===== config.mk =====
export PLATFORM = sky130hd
export DESIGN_NAME = instr_fetch_q
export DESIGN_NICKNAME = d
export VERILOG_FILES = /design/src/rtl/instr_fetch_q.sv
export SDC_FILE = /design/constraint.sdc
export NUM_CORES = 1
export LEC_CHECK = 0
export CAP_MARGIN = 25
export CORE_MARGIN = 2
export CORE_UTILIZATION = 45
export CTS_CLUSTER_DIAMETER = 80
export DETAILED_ROUTE_END_ITERATION = 10
export PLACE_DENSITY = 0.65
export SLEW_MARGIN = 25
export SYNTH_ARGS = -nofsm -noshare
export SYNTH_HDL_FRONTEND = slang
export SYNTH_SLANG_ARGS = --single-unit

===== constraint.sdc =====
create_clock -name clk -period 6.6 [get_ports clk]
set_input_delay 1.98 -clock clk [delete_from_list [all_inputs] [get_ports clk]]
set_output_delay 1.98 -clock clk [all_outputs]
set_load 0.01 [all_outputs]

===== src/rtl/instr_fetch_q.sv =====
// Instruction fetch unit: one outstanding memory request, predecode of the returned word, and a small fetch queue.
// Optional build macro FETCH_BTFN_EN: predict backward conditional branches as taken (forward ones not taken).
module instr_fetch_q #(
  parameter int unsigned       ADDR_W   = 32,
  parameter int unsigned       QDEPTH   = 4,
  parameter logic [ADDR_W-1:0] RESET_PC = '0
) (
  input  logic              clk,
  input  logic              rst,
  input  logic              stall,
  output logic              mem_req,
  output logic [ADDR_W-1:0] mem_addr,
  input  logic              mem_valid,
  input  logic [31:0]       mem_data,
  input  logic              redirect,
  input  logic [ADDR_W-1:0] redirect_pc,
  output logic              inst_valid,
  output logic [31:0]       inst,
  output logic [ADDR_W-1:0] inst_pc,
  output logic [ADDR_W-1:0] inst_pred_pc,
  input  logic              inst_ready
);

  localparam int unsigned PW = $clog2(QDEPTH);

`ifdef FETCH_BTFN_EN
  localparam bit BTFN = 1'b1;
`else
  localparam bit BTFN = 1'b0;
`endif

  typedef enum logic [1:0] {FETCH, WAIT, BLOCK, DRAIN} state_t;

  state_t            state;
  logic [ADDR_W-1:0] fpc;
  logic [31:0]       q_inst [QDEPTH];
  logic [ADDR_W-1:0] q_pc   [QDEPTH];
  logic [ADDR_W-1:0] q_pred [QDEPTH];
  logic [PW-1:0]     rd_ptr;
  logic [PW-1:0]     wr_ptr;
  logic [PW:0]       count;

  logic              clear;
  logic [ADDR_W-1:0] clear_pc;
  logic              req;
  logic              enq;
  logic              pop;

  // Reset is folded into the redirect path with RESET_PC as the target
  assign clear    = rst | redirect;
  assign clear_pc = rst ? RESET_PC : redirect_pc;
  assign req      = !clear && (state == FETCH) && !stall && (count < (PW+1)'(QDEPTH));
  assign enq      = !clear && (state == WAIT) && mem_valid;
  assign pop      = !clear && inst_ready && (count != '0);

  logic signed [20:0] j_imm;
  logic signed [12:0] b_imm;
  logic signed [11:0] cj_imm;
  logic signed [8:0]  cb_imm;

  assign j_imm  = {mem_data[31], mem_data[19:12], mem_data[20], mem_data[30:21], 1'b0};
  assign b_imm  = {mem_data[31], mem_data[7], mem_data[30:25], mem_data[11:8], 1'b0};
  assign cj_imm = {mem_data[12], mem_data[8], mem_data[10:9], mem_data[6], mem_data[7],
                   mem_data[2], mem_data[11], mem_data[5:3], 1'b0};
  assign cb_imm = {mem_data[12], mem_data[6:5], mem_data[2], mem_data[11:10], mem_data[4:3], 1'b0};

  logic              is_c;
  logic [31:0]       enq_inst;
  logic [ADDR_W-1:0] pred_pc;
  logic              indirect;

  always_comb begin
    is_c     = (mem_data[1:0] != 2'b11);
    enq_inst = is_c ? {16'h0000, mem_data[15:0]} : mem_data;
    pred_pc  = fpc + (is_c ? ADDR_W'(2) : ADDR_W'(4));
    indirect = 1'b0;
    if (!is_c) begin
      case (mem_data[6:0])
        7'b1101111: pred_pc = fpc + ADDR_W'(j_imm);
        7'b1100111: indirect = 1'b1;
        7'b1100011: if (BTFN && b_imm[12]) pred_pc = fpc + ADDR_W'(b_imm);
        default: ;
      endcase
    end else if (mem_data[1:0] == 2'b01) begin
      if (mem_data[15:13] == 3'b101)
        pred_pc = fpc + ADDR_W'(cj_imm);
      else if (mem_data[15:14] == 2'b11 && BTFN && cb_imm[8])
        pred_pc = fpc + ADDR_W'(cb_imm);
    end else if (mem_data[1:0] == 2'b10) begin
      indirect = (mem_data[15:13] == 3'b100) && (mem_data[11:7] != '0) && (mem_data[6:2] == '0);
    end
  end

  always_ff @(posedge clk) begin
    if (clear) begin
      fpc    <= clear_pc;
      count  <= '0;
      rd_ptr <= '0;
      wr_ptr <= '0;
      // A redirect with a response still in flight must swallow that response first
      state  <= (!rst && (state == WAIT || state == DRAIN) && !mem_valid) ? DRAIN : FETCH;
    end else begin
      if (enq) begin
        q_inst[wr_ptr] <= enq_inst;
        q_pc[wr_ptr]   <= fpc;
        q_pred[wr_ptr] <= pred_pc;
        wr_ptr         <= wr_ptr + 1'b1;
        fpc            <= pred_pc;
      end
      if (pop)
        rd_ptr <= rd_ptr + 1'b1;
      if (enq && !pop)
        count <= count + 1'b1;
      else if (pop && !enq)
        count <= count - 1'b1;
      case (state)
        FETCH:   if (req) state <= WAIT;
        WAIT:    if (mem_valid) state <= indirect ? BLOCK : FETCH;
        BLOCK:   state <= BLOCK;
        DRAIN:   if (mem_valid) state <= FETCH;
        default: state <= FETCH;
      endcase
    end
  end

  assign mem_req      = req;
  assign mem_addr     = rst ? '0 : fpc;
  assign inst_valid   = !rst && (count != '0);
  assign inst         = q_inst[rd_ptr];
  assign inst_pc      = q_pc[rd_ptr];
  assign inst_pred_pc = q_pred[rd_ptr];

endmodule


==> impl_metrics.yaml <==
die:
  die_y_um: 219
  die_area_sq_um: 47800
  core_area_sq_um: 45400
  start_util: 0.457
  die-width_um: 219
  placementRows: 78
  ios: 200
worst_setup_path:
  end_kind: "primary output"
  rrSetupSlack_ps: 2770
  crit_fanout: 14
  rr_worst_depth: 11
  start_kind: "input port"
  r2r-end: "fpc[24]"
  cp.arrival_ps: 3600
  criticalPathCategory: "input port to primary output"
  required_ps: 4620
  r2r_start: "fpc[4]"
sta:
  setup_viol: 0
  timing.hold.ws_ps: 525
  slew_headroom: 0.340
  min_period_ps: 5580
  final.setup.tns_ps: 0
  finalClockSkew_ps: 20.4
  rsz0062_at_grt: "false"
  tightestPinTransition_ps: 979
  fmax_mhz: 179
  hold_viol: 0
  drv_slew: 0
  fin_crit_sh: 0.846
pwr:
  p_leak_nw: 8.38
  power_mw: 6.43
  p_per_area_nw_per_um2: 259
  ir_drop_v: 0.000150
clock_tree:
  cts_made_buffers: 46
  root_buffer: "clkbuf_16"
  cts.sinks: 423
  clock_latency_ps: 590
  cts_resized: 0
  cts_setup_buffers: 0
  path_clk_slew_ps: 60
  cts_tree: "done"
  clk_path_buf_depth: 3
  hold_buffers: 0
  cts_max_level: 2
synth:
  yosysSeqAreaShare: 0.608
  synthArstFlopShare: 0
  ys_seq_elements: 423
  synth_ff_type: "edfxtp_1"
  synthTopCellsByArea: "edfxtp_1 60%, mux4_2 10%, ha_1 4.0%, a21oi_1 1.8%, nand2_1 1.6%"
  yosysTopAreaCell: "edfxtp_1"
  yosysWarnings: 0
  synth_area_per_cell_sq_um: 14.6
  synth_cell_type_count: 84
  syn_area_sq_um: 20700
  synth_nets: 1562
  yosysTopAreaCellShare: 0.600
  synth-edff-count: 414
  postSynthCellCount: 1422
drt:
  viasPerCell: 5.93
  ant_nets: 0
  wirelength_mm: 54.9
  drt_iter0_drc: 1246
  drt_first_pass_iters: 5
  num_vias: 13400
  wl_per_cell_um: 24.3
  drc: 0
global_route:
  grt_antenna_before_repair: 0
  grt_pass1_wl_mm: 81.6
  grt_use_total: 0.230
  grt_max_degree: 56
  overflow: 0
  grt_pass1_vias: 13100
flow_run:
  cap_violations: 0
hold_path:
  hold_depth: 0
  worstHoldStart: "fpc[0]"
  hold_path_end: "q_pred[1][0]"
  min_path_type: "flop to flop"
status:
  status: "finished clean"
placed_design:
  portBuffers: 199
  dp_hpwl_mm: 37.1
  gp_congestion: 0.918
final_layout:
  area_growth_pct: 19.8
  drive_gt1_frac: 0.133
  final_cell_mix: "414 x edfxtp_1, 197 x clkdlybuf4s50_1, 95 x mux4_2"
  antenna_cells: 0
  nets: 1760
  layout_commonest_cell: "edfxtp_1"
## flip-flops by register name, indices dropped and copies added, names as in the netlist, named ones only
signal,cells
q_pc,124
fpc,32
state,1
q_inst,128
q_pred,128
count,3
wr_ptr,2
rd_ptr,2
## layer usage
layer	wire [um]	global-route usage
met3	4020	0.0383
met4	881	0.0508
met1	24700	0.341
met2	25400	0.358
met5	0	0
## power breakdown
group	internal, mW	switching, mW	total (mW)
clock	1.48	1.04	2.51
sequential	3.02	0.0896	3.11
combinational	0.328	0.482	0.810
## stage by stage
stage | utilization | area, sq um | instances | setup slack, ps
finish | 0.547 | 24800 | 2257 | 1020
global route | 0.547 | 24800 | 2257 | 913
CTS | 0.547 | 24800 | 2257 | 1030
detailed placement | 0.515 | 23300 | 2172 | 887
global placement | 0.515 | 23300 | 2172 | 920
floorplan | - | 20700 | 1422 | 876
## cell type report
type | instances | area (sq um)
sequential | 423 | 12600
tap | 600 | 751
fill | 3715 | 20600
clock buffer | 61 | 1230
clock inverter | 24 | 253
inverter | 31 | 116
multi-input combinational | 892 | 7600
timing repair buffer | 226 | 2260
## kinds of logic after synthesis
family | count (synthesis) | share of synthesized area
flops | 423 | 0.608
simple gates | 363 | 0.0893
compound gates | 276 | 0.0911
mux | 112 | 0.111
buf+inv | 107 | 0.0261
xor+xnor | 71 | 0.0300
fa+ha+maj | 70 | 0.0437
## worst max-delay path, stage by stage
cell and delay [ps]:
buf_2 220, nor2_1 170, inv_1 200, nor4b_1 400
clkdlybuf4s50_1 620
## how the worst max path moves through the flow
| stage | startpoint | to | slack (ps) | cells past startpoint |
|---|---|---|---|---|
| final | rst | mem_req | 1020 | 5 |
| after global routing | rst | mem_req | 910 | 5 |
| after CTS | rst | mem_req | 1030 | 5 |
| after detailed placement | mem_data[1] | fpc[27] | 890 | 13 |
| after global placement | mem_data[1] | fpc[26] | 920 | 14 |
| after floorplan | rst | q_inst[1][0] | 880 | 5 |
## Yosys cell counts (7+ instances only)
cell type,count
a211oi_1,9
a21o_1,16
a21oi_1,74
a22oi_1,8
and2_1,11
and3_1,26
buf_1,11
clkbuf_1,50
dfxtp_1,9
edfxtp_1,414
ha_1,66
inv_1,31
mux2i_1,16
mux4_2,95
nand2_1,90
nand2b_1,10
nand3_1,31
nand4_1,29
nor2_1,73
nor2b_1,35
nor3_1,18
nor4_1,7
o211ai_1,9
o21a_1,26
o21ai_0,42
o21bai_1,9
o221ai_1,8
o22ai_1,9
or3_1,8
xnor2_1,37
xor2_1,34
(Power assumes the default switching activity.)
